### src/rtl/dsi_crc_append_stream_if.sv
// Byte-lane payload stream: valid/ready handshake plus last, byte-count and empty-payload marker.
interface dsi_crc_append_stream_if #(
    parameter int DATA_BYTES = 4
);
    localparam int BW = (DATA_BYTES > 1) ? $clog2(DATA_BYTES) : 1;

    logic                    valid;
    logic                    ready;
    logic [8*DATA_BYTES-1:0] data;
    logic                    last;
    logic [BW-1:0]           bytes;
    logic                    nodata;

    modport master (output valid, data, last, bytes, nodata, input ready);
    modport slave  (input valid, data, last, bytes, nodata, output ready);
endinterface

### src/rtl/dsi_crc_append_stream.sv
// DSI long-packet payload CRC generator: registered pass-through stage that appends the
// 16-bit payload checksum as a footer, packed into free lanes of the last beat or spill beats.
module dsi_crc_append_stream #(
    parameter int          DATA_BYTES = 4,
    parameter logic [15:0] CRC_INIT   = 16'hFFFF,
    parameter bit          APPEND_CRC = 1'b1
) (
    input  logic                           clk,
    input  logic                           reset,
    dsi_crc_append_stream_if.slave         s,
    dsi_crc_append_stream_if.master        m,
    output logic [15:0]                    crc_value,
    output logic                           crc_done,
    output logic                           err_proto
);
    localparam int         BW = (DATA_BYTES > 1) ? $clog2(DATA_BYTES) : 1;
    localparam int         DW = 8 * DATA_BYTES;
    localparam logic [3:0] NB = 4'(DATA_BYTES);

    typedef enum logic [1:0] {PASS, SPILL1, SPILL2} state_t;

    state_t          state_reg, state_next;
    logic            m_valid_reg, m_valid_next;
    logic [DW-1:0]   m_data_reg, m_data_next;
    logic            m_last_reg, m_last_next;
    logic [BW-1:0]   m_bytes_reg, m_bytes_next;
    logic            m_nodata_reg, m_nodata_next;
    logic [15:0]     crc_run_reg;
    logic [15:0]     crc_value_reg;
    logic            crc_done_reg;
    logic            err_proto_reg;

    logic            load;
    logic            accept;
    logic            drop;
    logic            footer;
    logic [3:0]      k;
    logic [3:0]      room;
    logic [15:0]     crc_acc;
    logic [DW-1:0]   pass_data;

    function automatic logic [15:0] crc_byte(input logic [15:0] c, input logic [7:0] b);
        logic [15:0] r;
        r = c ^ {8'h00, b};
        for (int i = 0; i < 8; i++) begin
            r = r[0] ? ((r >> 1) ^ 16'h8408) : (r >> 1);
        end
        return r;
    endfunction

    assign load    = !m_valid_reg || m.ready;
    assign s.ready = (state_reg == PASS) && load;
    assign accept  = s.valid && s.ready;
    assign drop    = s.nodata && !s.last;
    assign footer  = APPEND_CRC && s.last;
    assign k       = s.nodata ? 4'd0 : (s.last ? (4'(s.bytes) + 4'd1) : NB);
    assign room    = NB - k;

    // Running CRC advanced over the k valid lanes of the incoming beat, lane 0 first.
    always_comb begin
        crc_acc = crc_run_reg;
        for (int i = 0; i < DATA_BYTES; i++) begin
            if (i < int'(k)) begin
                crc_acc = crc_byte(crc_acc, s.data[8*i +: 8]);
            end
        end
    end

    // Each output lane carries payload, a footer byte packed after the payload, or zero.
    generate
        for (genvar gi = 0; gi < DATA_BYTES; gi++) begin : g_lane
            localparam logic [3:0] LN = 4'(gi);
            assign pass_data[8*gi +: 8] =
                (LN < k)                     ? s.data[8*gi +: 8] :
                (footer && LN == k)          ? crc_acc[7:0]      :
                (footer && LN == k + 4'd1)   ? crc_acc[15:8]     : 8'h00;
        end
    endgenerate

    always_comb begin
        state_next    = state_reg;
        m_valid_next  = m_valid_reg;
        m_data_next   = m_data_reg;
        m_last_next   = m_last_reg;
        m_bytes_next  = m_bytes_reg;
        m_nodata_next = m_nodata_reg;
        if (load) begin
            m_valid_next  = 1'b0;
            m_data_next   = '0;
            m_last_next   = 1'b0;
            m_bytes_next  = '0;
            m_nodata_next = 1'b0;
            case (state_reg)
                PASS: begin
                    if (s.valid && !drop) begin
                        m_valid_next = 1'b1;
                        m_data_next  = pass_data;
                        if (!s.last) begin
                            m_bytes_next = BW'(NB - 4'd1);
                        end else if (!APPEND_CRC) begin
                            m_last_next   = 1'b1;
                            m_bytes_next  = s.nodata ? '0 : s.bytes;
                            m_nodata_next = s.nodata;
                        end else if (room >= 4'd2) begin
                            m_last_next  = 1'b1;
                            m_bytes_next = BW'(k + 4'd1);
                        end else if (room == 4'd1) begin
                            m_bytes_next = BW'(k);
                            state_next   = SPILL1;
                        end else begin
                            m_bytes_next = BW'(k - 4'd1);
                            state_next   = SPILL2;
                        end
                    end
                end
                // crc_value_reg holds the footer while draining; no new packet can complete here.
                SPILL2: begin
                    m_valid_next = 1'b1;
                    m_data_next  = DW'(crc_value_reg);
                    if (DATA_BYTES >= 2) begin
                        m_bytes_next = BW'(1);
                        m_last_next  = 1'b1;
                        state_next   = PASS;
                    end else begin
                        state_next   = SPILL1;
                    end
                end
                SPILL1: begin
                    m_valid_next = 1'b1;
                    m_data_next  = DW'(crc_value_reg[15:8]);
                    m_last_next  = 1'b1;
                    state_next   = PASS;
                end
                default: state_next = PASS;
            endcase
        end
    end

    always_ff @(posedge clk or posedge reset) begin
        if (reset) begin
            state_reg     <= PASS;
            m_valid_reg   <= 1'b0;
            m_data_reg    <= '0;
            m_last_reg    <= 1'b0;
            m_bytes_reg   <= '0;
            m_nodata_reg  <= 1'b0;
            crc_run_reg   <= CRC_INIT;
            crc_value_reg <= 16'hFFFF;
            crc_done_reg  <= 1'b0;
            err_proto_reg <= 1'b0;
        end else begin
            state_reg     <= state_next;
            m_valid_reg   <= m_valid_next;
            m_data_reg    <= m_data_next;
            m_last_reg    <= m_last_next;
            m_bytes_reg   <= m_bytes_next;
            m_nodata_reg  <= m_nodata_next;
            crc_done_reg  <= accept && s.last;
            err_proto_reg <= accept && drop;
            if (accept && !drop) begin
                crc_run_reg <= s.last ? CRC_INIT : crc_acc;
            end
            if (accept && s.last) begin
                crc_value_reg <= crc_acc;
            end
        end
    end

    assign m.valid   = m_valid_reg;
    assign m.data    = m_data_reg;
    assign m.last    = m_last_reg;
    assign m.bytes   = m_bytes_reg;
    assign m.nodata  = m_nodata_reg;
    assign crc_value = crc_value_reg;
    assign crc_done  = crc_done_reg;
    assign err_proto = err_proto_reg;
endmodule

### src/flat_wrapper.sv
// flat-port wrapper written by rule: the top's interface ports become plain ports
module dsi_crc_append_stream_flat 
#(
    parameter int          DATA_BYTES = 4,
    parameter logic [15:0] CRC_INIT   = 16'hFFFF,
    parameter bit          APPEND_CRC = 1'b1
)
  (clk, reset, crc_value, crc_done, err_proto, s_valid, s_data, s_last, s_bytes, s_nodata, s_ready, m_valid, m_data, m_last, m_bytes, m_nodata, m_ready);
  dsi_crc_append_stream_if #(.DATA_BYTES(DATA_BYTES)) s_i ();
  dsi_crc_append_stream_if #(.DATA_BYTES(DATA_BYTES)) m_i ();
  input  logic clk;
  input  logic reset;
  output logic [15:0] crc_value;
  output logic crc_done;
  output logic err_proto;
  input wire logic [$bits(s_i.valid)-1:0] s_valid;
  input wire logic [$bits(s_i.data)-1:0] s_data;
  input wire logic [$bits(s_i.last)-1:0] s_last;
  input wire logic [$bits(s_i.bytes)-1:0] s_bytes;
  input wire logic [$bits(s_i.nodata)-1:0] s_nodata;
  output wire logic [$bits(s_i.ready)-1:0] s_ready;
  output wire logic [$bits(m_i.valid)-1:0] m_valid;
  output wire logic [$bits(m_i.data)-1:0] m_data;
  output wire logic [$bits(m_i.last)-1:0] m_last;
  output wire logic [$bits(m_i.bytes)-1:0] m_bytes;
  output wire logic [$bits(m_i.nodata)-1:0] m_nodata;
  input wire logic [$bits(m_i.ready)-1:0] m_ready;
  assign s_i.valid = s_valid;
  assign s_i.data = s_data;
  assign s_i.last = s_last;
  assign s_i.bytes = s_bytes;
  assign s_i.nodata = s_nodata;
  assign s_ready = s_i.ready;
  assign m_valid = m_i.valid;
  assign m_data = m_i.data;
  assign m_last = m_i.last;
  assign m_bytes = m_i.bytes;
  assign m_nodata = m_i.nodata;
  assign m_i.ready = m_ready;
  dsi_crc_append_stream #(.DATA_BYTES(DATA_BYTES), .CRC_INIT(CRC_INIT), .APPEND_CRC(APPEND_CRC)) u_core (.clk(clk), .reset(reset), .s(s_i), .m(m_i), .crc_value(crc_value), .crc_done(crc_done), .err_proto(err_proto));
endmodule
### config.mk
export PLATFORM = sky130hd
export DESIGN_NAME = dsi_crc_append_stream_flat
export DESIGN_NICKNAME = d
export VERILOG_FILES = /design/src/rtl/dsi_crc_append_stream_if.sv /design/src/rtl/dsi_crc_append_stream.sv /design/src/flat_wrapper.sv
export SDC_FILE = /design/constraint.sdc
export NUM_CORES = 1
export LEC_CHECK = 0
export CAP_MARGIN = 5
export CORE_ASPECT_RATIO = 0.75
export CORE_MARGIN = 10
export CORE_UTILIZATION = 60
export CTS_CLUSTER_SIZE = 16
export DETAILED_ROUTE_END_ITERATION = 12
export PLACE_DENSITY = 0.88
export SLEW_MARGIN = 20
export SYNTH_ARGS = -nofsm -noshare
export SYNTH_HDL_FRONTEND = slang
export SYNTH_SLANG_ARGS = --single-unit
export TNS_END_PERCENT = 100
### constraint.sdc
create_clock -name clk -period 12.2 [get_ports clk]
set_clock_uncertainty 0.1 [all_clocks]
set_input_delay 3.66 -clock clk [delete_from_list [all_inputs] [get_ports clk]]
set_output_delay 3.66 -clock clk [all_outputs]
set_load 0.02 [all_outputs]
==> results of run 1 <==
path summary, 6_finish.rpt:
check,to,startpoint,cells after the start
max in group asynchronous,u_core.m.data[23],reset,3
setup / recovery,u_core.m.data[0],s_last,18
hold reg to reg,u_core.m.data[28],u_core.m.data[28],2
setup reg to reg,u_core.m.data[6],u_core.crc_run_reg[0],13
hold / removal,u_core.m.data[28],u_core.m.data[28],2
min in group asynchronous,u_core.m.data[11],reset,3
worst min-delay path: stages, from the launching register on:
cell,delay [ns]
dfrtp_1,0.34
nand2_1,0.04
o21ai_0,0.06
placed cells by master, fill, tap and decap left out, types with 10 or more instances in the layout:
| cell | Yosys | final |
|---|---|---|
| clkdlybuf4s50_1 | 0 | 94 |
| o21ai_0 | 80 | 79 |
| nand2_1 | 67 | 67 |
| xnor2_1 | 62 | 62 |
| nor2_1 | 59 | 58 |
| a21oi_1 | 42 | 41 |
| dfrtp_1 | 40 | 40 |
| xor2_1 | 39 | 39 |
| dfstp_2 | 32 | 32 |
| mux2i_1 | 17 | 17 |
| a22oi_1 | 15 | 15 |
| xnor3_1 | 14 | 14 |
| inv_1 | 14 | 13 |
| nand3_1 | 13 | 13 |
| ha_1 | 13 | 13 |
| mux2_2 | 11 | 11 |
| buf_4 | 1 | 10 |
logic make-up after synthesis:
kind of cell / share of synthesized area
AND/OR/NAND/NOR: 0.1313
buffers and inverters: 0.03567
AO/OA/AOI/OAI: 0.2276
adder cells (fa/ha/maj): 0.02634
other: 0.0006073
XOR/XNOR: 0.2326
multiplexers: 0.04762
flip-flops: 0.2983
per-layer routing:
metal	routed length [µm]	global-route usage	vias up
li1	-	-	2630
met1	9401	0.4164	2900
met2	9674	0.4506	528
met3	3620	0.1199	83
met4	828	0.1119	0
met5	0	0	-
cells in the mapped netlist, drive strengths merged (7+ instances only):
master  number  share of area
inv         14         0.0085
ha          13          0.026
a21oi       43          0.035
a22oi       15          0.018
xor2        42          0.063
mux2        11          0.020
nand3       13          0.011
a31oi        7         0.0071
a221oi       9          0.013
clkbuf      36          0.022
o211ai       9          0.011
dfstp       32           0.14
xnor3       14          0.051
o21ai       86          0.071
nor2        59          0.036
nand2       67          0.041
xnor2       66          0.098
mux2i       17          0.028
dfrtp       40           0.16
stage by stage:
| step | setup slack, ns | utilization | hold WS [ns] |
|---|---|---|---|
| 6_report | 1.643 | 0.7596 | 0.3825 |
| 2_1_floorplan | 4.124 | - | 0.3884 |
| 4_1_cts | 1.850 | 0.7591 | 0.3867 |
| 5_1_grt | 1.316 | 0.7593 | 0.4066 |
| 3_5_place_dp | 1.568 | 0.7313 | 0.3742 |
| 3_3_place_gp | 1.640 | 0.7313 | 0.3635 |
area by class of cell:
type,instances,area (µm²),area share
Multi-Input combinational cell,568,4131,0.5521
Sequential cell,72,1842,0.2461
Timing Repair Buffer,104,1016,0.1358
Clock buffer,10,229.0,0.03060
Tap cell,132,165.2,0.02207
Inverter,14,52.55,0.007022
Clock inverter,6,45.04,0.006019
Antenna cell,1,2.502,0.0003344
==> summary.md, run 1 <==
| Metric | Value |
|---|---|
| Non-Filler Instances | 907 |
| # setup viols final | 0 |
| First-pass iteration count of the detailed router | 6 |
| First-pass GRT wire length | 35,260 µm |
| Kind of critical path | input port to register |
| Post-DRT Antenna Nets | 0 |
| Rows | 31 |
| Warnings, synthesis | 0 |
| Reg clk slew, reported paths | 0.06 ns |
| Synth Cell Area | 0.006175 mm² |
| Placer Congestion | 1.089 |
| Cell variety after synth | 71 |
| Status | finished, final reports clean |
| Fin Setup TNS | 0 ns |
| Worst skew pair latency | 0.34 ns |
| Total grt overflow | 0 |
| Root Driver | clkbuf_16 |
| Gr usage total | 0.3127 |
| Share of layout cells above drive strength 1 | 0.1202 |
| Buf/Inv on CP | 5 |
| Yosys reg bits | 72 |
| Num Clock Sinks | 72 |
| Number of synthesized flops with an enable pin | 0 |
| CP Capture Type | register |
| Fin. Hold Viols | 0 |
| Post-DP Area | 0.007204 mm² |
| Largest net degree at the start of global routing | 73 |
| Total CTS buffers | 9 |
| Longest Clk Path Bufs | 2 |
| Largest register FFs | 32 |
| Post-synthesis average cell area | 8.872 µm² |
| Critical path arrival | 10.69 ns |
| Worst-Margin Slew | 1.189 ns |
| Nets@finish | 822 |
| Crit path top cell by count | inv_1 |
| R2R Setup Slk | 6.97 ns |
| CP Max Fanout | 27 |
| Max frequency | 0.09473 GHz |
| Detail Placement HPWL | 17,770 µm |
| Postcts setup bufs | 0 |
| Die Span Y | 107.9 µm |
| Vias in the first global route | 5,819 |
| Fin crit period | 10.56 ns |
| Number of max-cap violations | 0 |
| Post-cts resize count | 0 |
| Slowest-stage cell, CP | clkdlybuf4s50_1 |
| Seq/Total Area, Yosys | 0.2983 |
| Post-Place Cells | 890 |
| Initial core utilization | 0.6267 |
| RSZ-0062 raised after global routing | false |
| H-Tree Level Count | 3 |
| Ports | 96 |
| Startpoint Class | input port |
| Vias | 6,141 |
| Core footprint | 0.009852 mm² |
| Crit-path max cell delay | 0.97 ns |
| Post-synth top flop | dfrtp_1 |
| Worst path top cell family by delay | buffers and inverters |
| Hold Path Class | register to register |
| Wire length per cell | 25.94 µm |
| Syn Nets | 749 |
| Fin crit share | 0.8653 |
| # port buffers | 94 |
| Post-route DRC | 0 |
| Area grow syn2layout | 21.20% |
| Max Slew Vio Count | 0 |
| CP Data Required Time | 12.33 ns |
| First DRT Iteration DRCs | 1,021 |
| CTS Hold Bufs | 0 |
| Mapped Cells | 696 |
| Initial antenna violation count | 1 |
| Vias/cell | 6.771 |
| Die span in x | 137.1 µm |
| DRT Wirelength | 23,530 µm |
| Ys async rst share | 1.000 |
| Die area | 0.01479 mm² |
| Worst path cell trace | clkdlybuf4s50_1, inv_1, nor3_1, inv_1, ha_1, ha_1, inv_1, buf_4, nor2_1, a211o_1, mux2i_1, xor2_1, xnor3_1, o21ai_1, xnor2_2, xnor2_1, mux2_2, o41ai_2 |
| Final Cell Area | 0.007483 mm² |
| Slew HR | 0.1986 |
| Fill cell count | 737 |
| TritonCTS clock tree | done |
Power of run 1 is left out: the tool's default activity adds up to more than one toggle a clock period on the data nets, which glitch-free logic cannot reach.
==> run 2: changes to the inputs <==
--- a/config.mk
+++ b/config.mk
@@ -6,12 +6,12 @@
 export NUM_CORES = 1
 export LEC_CHECK = 0
 export CAP_MARGIN = 5
-export CORE_ASPECT_RATIO = 0.75
+export CORE_ASPECT_RATIO = 2
 export CORE_MARGIN = 10
-export CORE_UTILIZATION = 60
+export CORE_UTILIZATION = 50
 export CTS_CLUSTER_SIZE = 16
 export DETAILED_ROUTE_END_ITERATION = 12
-export PLACE_DENSITY = 0.88
+export PLACE_DENSITY = 0.78
 export SLEW_MARGIN = 20
 export SYNTH_ARGS = -nofsm -noshare
 export SYNTH_HDL_FRONTEND = slang
==> constraint.sdc (replaced) <==
create_clock -name clk -period 8.9 [get_ports clk]
set_clock_uncertainty 0.1 [all_clocks]
set_input_delay 2.67 -clock clk [delete_from_list [all_inputs] [get_ports clk]]
set_output_delay 2.67 -clock clk [all_outputs]
set_load 0.02 [all_outputs]
==> summary.md, run 2 (synthesized netlist as in run 1, its figures left out) <==
| Metric | Value |
|---|---|
| Nets@finish | 832 (+1.2%) |
| Core footprint | 0.01212 mm² (+23%) |
| Slowest-stage cell, CP | clkdlybuf4s50_1 |
| Vias | 5,944 (-3.2%) |
| Worst R2R Path Depth | 13 (unchanged) |
| Worst-Margin Slew | 0.9768 ns (-0.2126 ns) |
| Initial core utilization | 0.5093 (-0.1175) |
| Commonest non-fill, non-tap cells in the layout | clkdlybuf4s50_1, o21ai_0, nand2_1, xnor2_1, nor2_1 |
| Ports | 96 (unchanged) |
| Post-DRT Antenna Nets | 0 (unchanged) |
| Area grow syn2layout | 23.14% |
| Fin Setup TNS | 0 ns (unchanged) |
| Total grt overflow | 0 (unchanged) |
| Largest net degree at the start of global routing | 73 (unchanged) |
| Hold Path Class | register to register |
| Min Hold Slack | 0.3895 ns (+0.006977 ns) |
| Fin. Hold Viols | 0 (unchanged) |
| Postcts setup bufs | 0 (unchanged) |
| Die span in x | 98.58 µm (-28%) |
| Worst Setup SP | s_nodata |
| Longest Clk Path Bufs | 2 (unchanged) |
| Final Cell Area | 0.007604 mm² (+1.6%) |
| H-Tree Level Count | 3 (unchanged) |
| Kind of critical path | input port to register |
| Total CTS buffers | 9 (unchanged) |
| CP Max Fanout | 29 (+7.4%) |
| Post-cts resize count | 0 (unchanged) |
| Root Driver | clkbuf_16 |
| Crit path to | u_core.m.data[6] |
| Crit-path max cell delay | 0.73 ns (-0.24 ns) |
| Placer Congestion | 1.032 (-5.2%) |
| Max frequency | 0.1236 GHz |
| First DRT Iteration DRCs | 477 (-53%) |
| # setup viols final | 0 (unchanged) |
| CP Data Required Time | 9.03 ns (-3.30 ns) |
| Max Slew Vio Count | 0 (unchanged) |
| RSZ-0062 raised after global routing | false |
| Post-route DRC | 0 (unchanged) |
| Worst r2r src | u_core.crc_run_reg[0] |
| Worst skew pair latency | 0.35 ns (about the same) |
| Vias/cell | 6.378 (-5.8%) |
| Gr usage total | 0.2758 (-0.03690) |
| Worst path cell trace | clkdlybuf4s50_1, nor3_1, inv_1, ha_1, ha_1, buf_4, nand2b_1, o21ai_2, xor2_2, xor3_4, o21ai_0, xnor2_1, nor2_1, xor2_2, xnor2_2, o21bai_1, a221oi_1, o21ai_0 |
| R2R Setup Slk | 3.86 ns (-3.11 ns) |
| Fin crit share | 0.9089 |
| Share of layout cells above drive strength 1 | 0.1301 (+0.009947) |
| Post-DP Area | 0.007291 mm² (+1.2%) |
| CP Capture Type | register |
| DRT Wirelength | 24,630 µm (+4.7%) |
| Largest register FFs | 32 (unchanged) |
| Vias in the first global route | 6,043 (+3.8%) |
| Slew HR | 0.3488 (+0.1501) |
| Die area | 0.01746 mm² (+18%) |
| Detail Placement HPWL | 19,220 µm (+8.2%) |
| Reg clk slew, reported paths | 0.07 ns (about the same) |
| Status | finished, final reports clean |
| Die Span Y | 177.2 µm (+64%) |
| Critical path arrival | 8.21 ns (-2.48 ns) |
| Final Core Density | 0.6271 (-0.1324) |
| Fin crit period | 8.089 ns |
| Reg2reg end | u_core.m.data[6] |
| First-pass iteration count of the detailed router | 7 (+1) |
| Num Clock Sinks | 72 (unchanged) |
| Startpoint Class | input port |
| First-pass GRT wire length | 37,030 µm (+5.0%) |
| TritonCTS clock tree | done |
| # port buffers | 94 (unchanged) |
| Initial antenna violation count | 1 (unchanged) |
| Commonest non-fill, non-tap cell in the layout | clkdlybuf4s50_1 |
| Rows | 57 (+84%) |
| CTS Hold Bufs | 0 (unchanged) |
| Wire length per cell | 26.43 µm (+1.9%) |
| Number of max-cap violations | 0 (unchanged) |
## run 2: through the flow
stage	worst slack [ns]	instances
2_1_floorplan	1.814	696
4_1_cts	0.9549	931
6_report	0.8107	932
5_1_grt	0.5544	932
3_5_place_dp	0.6218	915
3_3_place_gp	0.7056	915
## run 2: worst min path at each step
stage,start,end,slack (ns),depth (start not counted)
2_1_floorplan,u_core.crc_run_reg[15],u_core.crc_run_reg[15],0.39,2
3_3_place_gp,u_core.m.bytes[0],u_core.m.bytes[0],0.36,2
3_5_place_dp,u_core.m.data[25],u_core.m.data[25],0.37,2
4_1_cts,u_core.m.data[25],u_core.m.data[25],0.39,2
5_1_grt,u_core.m.data[22],u_core.m.data[22],0.41,2
6_report,u_core.m.data[22],u_core.m.data[22],0.39,2
## run 2: cell type report
type | count | area (µm²)
multi-input combinational | 568 | 4121
inverter | 14 | 52.55
clock buffer | 9 | 225.2
fill | 1093 | 4521
sequential | 72 | 1842
tap | 147 | 183.9
antenna | 1 | 2.502
clock inverter | 7 | 85.08
timing repair buffer | 114 | 1091
## run 2: critical path: cells and delay by family
family                   cells  cell delay [ns]
AO/OA/AOI/OAI                5             1.28
AND/OR/NAND/NOR              3             0.52
XOR/XNOR                     5             1.74
buffers and inverters        3             1.34
adder cells (fa/ha/maj)      2             0.64
## run 2: per-layer routing
metal  vias up  part of all wire  GRT usage  routed length (µm)
li1       2645                 -          -                   -
met1      2881              0.34     0.2830                8287
met2       328              0.53     0.4909               13000
met3        90             0.063    0.04693                1561
met4         0             0.072     0.1945                1781
met5         -                 0          0                   0
Power of run 2 is left out for the same reason.
==> run 3: changes to the inputs <==
--- a/config.mk
+++ b/config.mk
@@ -8,10 +8,10 @@
 export CAP_MARGIN = 5
 export CORE_ASPECT_RATIO = 2
 export CORE_MARGIN = 10
-export CORE_UTILIZATION = 50
+export CORE_UTILIZATION = 55
 export CTS_CLUSTER_SIZE = 16
 export DETAILED_ROUTE_END_ITERATION = 12
-export PLACE_DENSITY = 0.78
+export PLACE_DENSITY = 0.81
 export SLEW_MARGIN = 20
 export SYNTH_ARGS = -nofsm -noshare
 export SYNTH_HDL_FRONTEND = slang
==> constraint.sdc (replaced) <==
create_clock -name clk -period 9.12 [get_ports clk]
set_clock_uncertainty 0.1 [all_clocks]
set_input_delay 2.736 -clock clk [delete_from_list [all_inputs] [get_ports clk]]
set_output_delay 2.736 -clock clk [all_outputs]
set_load 0.02 [all_outputs]
==> summary.md, run 3 (synthesized netlist as in run 1, its figures left out) <==
| Metric | Value |
|---|---|
| Die Span Y | 169.8 µm (-4.1%) |
| Non-Filler Instances | 925 (-0.75%) |
| Kind of critical path | input port to register |
| Share of layout cells above drive strength 1 | 0.1299 (-0.0001657) |
| Fin. Hold Viols | 0 (unchanged) |
| Vias in the first global route | 6,234 (+3.2%) |
| RSZ-0062 raised after global routing | false |
| Longest Clk Path Bufs | 2 (unchanged) |
| Post-cts resize count | 0 (unchanged) |
| Root Driver | clkbuf_16 |
| First-pass GRT wire length | 37,050 µm (about the same) |
| Postcts setup bufs | 0 (unchanged) |
| Die span in x | 94.92 µm (-3.7%) |
| CP Max Fanout | 25 (-14%) |
| Critical path depth in cells | 19 (+1) |
| Crit-path max cell delay | 0.71 ns (-0.02 ns) |
| Fin Setup TNS | 0 ns (unchanged) |
| R2R Setup Slk | 4.21 ns (+0.35 ns) |
| # setup viols final | 0 (unchanged) |
| Largest register FFs | 32 (unchanged) |
| Total CTS buffers | 9 (unchanged) |
| Largest net degree at the start of global routing | 73 (unchanged) |
| Nets@finish | 833 (+0.12%) |
| Initial core utilization | 0.5641 (+0.05484) |
| CP Capture Type | register |
| Fin crit share | 0.9095 |
| H-Tree Level Count | 3 (unchanged) |
| TritonCTS clock tree | done |
| Max Slew Vio Count | 0 (unchanged) |
| Area of the multi-input gates | 0.004118 mm² (about the same) |
| Total grt overflow | 0 (unchanged) |
| Post-Place Cells | 909 (-0.66%) |
| Register area | 0.001842 mm² (unchanged) |
| Die area | 0.01612 mm² (-7.7%) |
| Buf/Inv on CP | 5 (+2) |
| Fin crit period | 8.295 ns |
| Commonest non-fill, non-tap cells in the layout | clkdlybuf4s50_1, o21ai_0, nand2_1, xnor2_1, nor2_1 |
| CTS Hold Bufs | 0 (unchanged) |
| Core footprint | 0.01095 mm² (-9.7%) |
| Ports | 96 (unchanged) |
| Reg clk slew, reported paths | 0.06 ns (about the same) |
| Worst path top cell family by delay | XOR/XNOR gates |
| # port buffers | 94 (unchanged) |
| Post-route DRC | 0 (unchanged) |
| Rows | 54 (-5.3%) |
| Gr usage total | 0.3070 (+0.03117) |
| Post-DRT Antenna Nets | 0 (unchanged) |
| CP Data Required Time | 9.21 ns (+0.18 ns) |
| Vias/cell | 6.571 (+3.0%) |
| Area grow syn2layout | 23.08% (about the same) |
| Fill cell count | 914 (-16%) |
| Worst R2R Path Depth | 13 (unchanged) |
| Hold Path Class | register to register |
| Startpoint Class | input port |
| First DRT Iteration DRCs | 686 (+44%) |
| Wire length per cell | 26.58 µm (+0.59%) |
| Max frequency | 0.1206 GHz |
| Detail Placement HPWL | 19,400 µm (+0.93%) |
| Slew HR | 0.3584 (+0.009643) |
| Number of max-cap violations | 0 (unchanged) |
| WHS Path Cells | 2 (unchanged) |
| Commonest non-fill, non-tap cell in the layout | clkdlybuf4s50_1 |
| Placer Congestion | 1.082 (+4.9%) |
| # diodes | 0 (-1) |
| DRT Wirelength | 24,590 µm (-0.17%) |
| Worst path cell trace | clkdlybuf4s50_1, inv_1, nor3_1, buf_4, inv_1, ha_1, ha_1, buf_4, o21ai_0, xnor3_1, and4_1, nor4_2, xnor2_1, xor3_1, o21ai_1, xnor2_1, xor2_1, mux2i_1, o21ai_0 |
| Initial antenna violation count | 1 (unchanged) |
| Worst-Margin Slew | 0.9623 ns (-0.01446 ns) |
| Worst skew pair latency | 0.35 ns (about the same) |
| Vias | 6,078 (+2.3%) |
| Num Clock Sinks | 72 (unchanged) |
| Critical path arrival | 8.38 ns (+0.17 ns) |
| Slowest-stage cell, CP | mux2i_1 |
| First-pass iteration count of the detailed router | 5 (-2) |
| Status | finished, final reports clean |
run 3: cell types whose count changed in the layout (fill, tap and decap cells not counted), sizes merged:
cell | previous run | this run
buf | 20 | 21
clkbuf | 9 | 10
clkinv | 0 | 1
clkinvlp | 2 | 1
diode | 1 | 0
inv | 18 | 17
run 3: layout make-up:
type                       instances  share of cell area
sequential                        72              0.2423
multi-input combinational        568              0.5418
inverter                          14            0.006915
clock buffer                      10             0.03145
timing repair buffer             115              0.1446
tap                              140             0.02305
clock inverter                     6            0.009878
run 3: per-stage QoR:
stage / hold WS, ns / cell area, µm² / util / setup slack [ns]
4_1_cts: 0.3848 / 7600 / 0.6943 / 0.9894
3_5_place_dp: 0.3702 / 7286 / 0.6656 / 0.6374
6_report: 0.3781 / 7600 / 0.6943 / 0.8251
5_1_grt: 0.4130 / 7600 / 0.6943 / 0.5767
3_3_place_gp: 0.3631 / 7283 / 0.6654 / 0.7894
2_1_floorplan: 0.3884 / 6175 / - / 1.968
run 3: worst paths after layout:
| path | from | to |
|---|---|---|
| setup reg to reg | u_core.crc_run_reg[0] | u_core.m.data[6] |
| max in group asynchronous | reset | u_core.m.data[23] |
| hold / removal | u_core.m.data[8] | u_core.m.data[8] |
| hold reg to reg | u_core.m.data[8] | u_core.m.data[8] |
| setup / recovery | s_last | u_core.m.data[2] |
| min in group asynchronous | reset | u_core.crc_done |
run 3: worst min-delay path, delay by kind of cell, from the launching register on:
family / cells / cell delay [ns]
flops: 1 / 0.34
compound gates: 1 / 0.06
simple gates: 1 / 0.04
run 3: per-layer routing:
metal / routed length, µm / GRT usage
met2: 12680 / 0.5342
met4: 2029 / 0.2232
met3: 1965 / 0.06875
met5: 11 / 0
met1: 7907 / 0.3079
Power of run 3 is left out for the same reason.
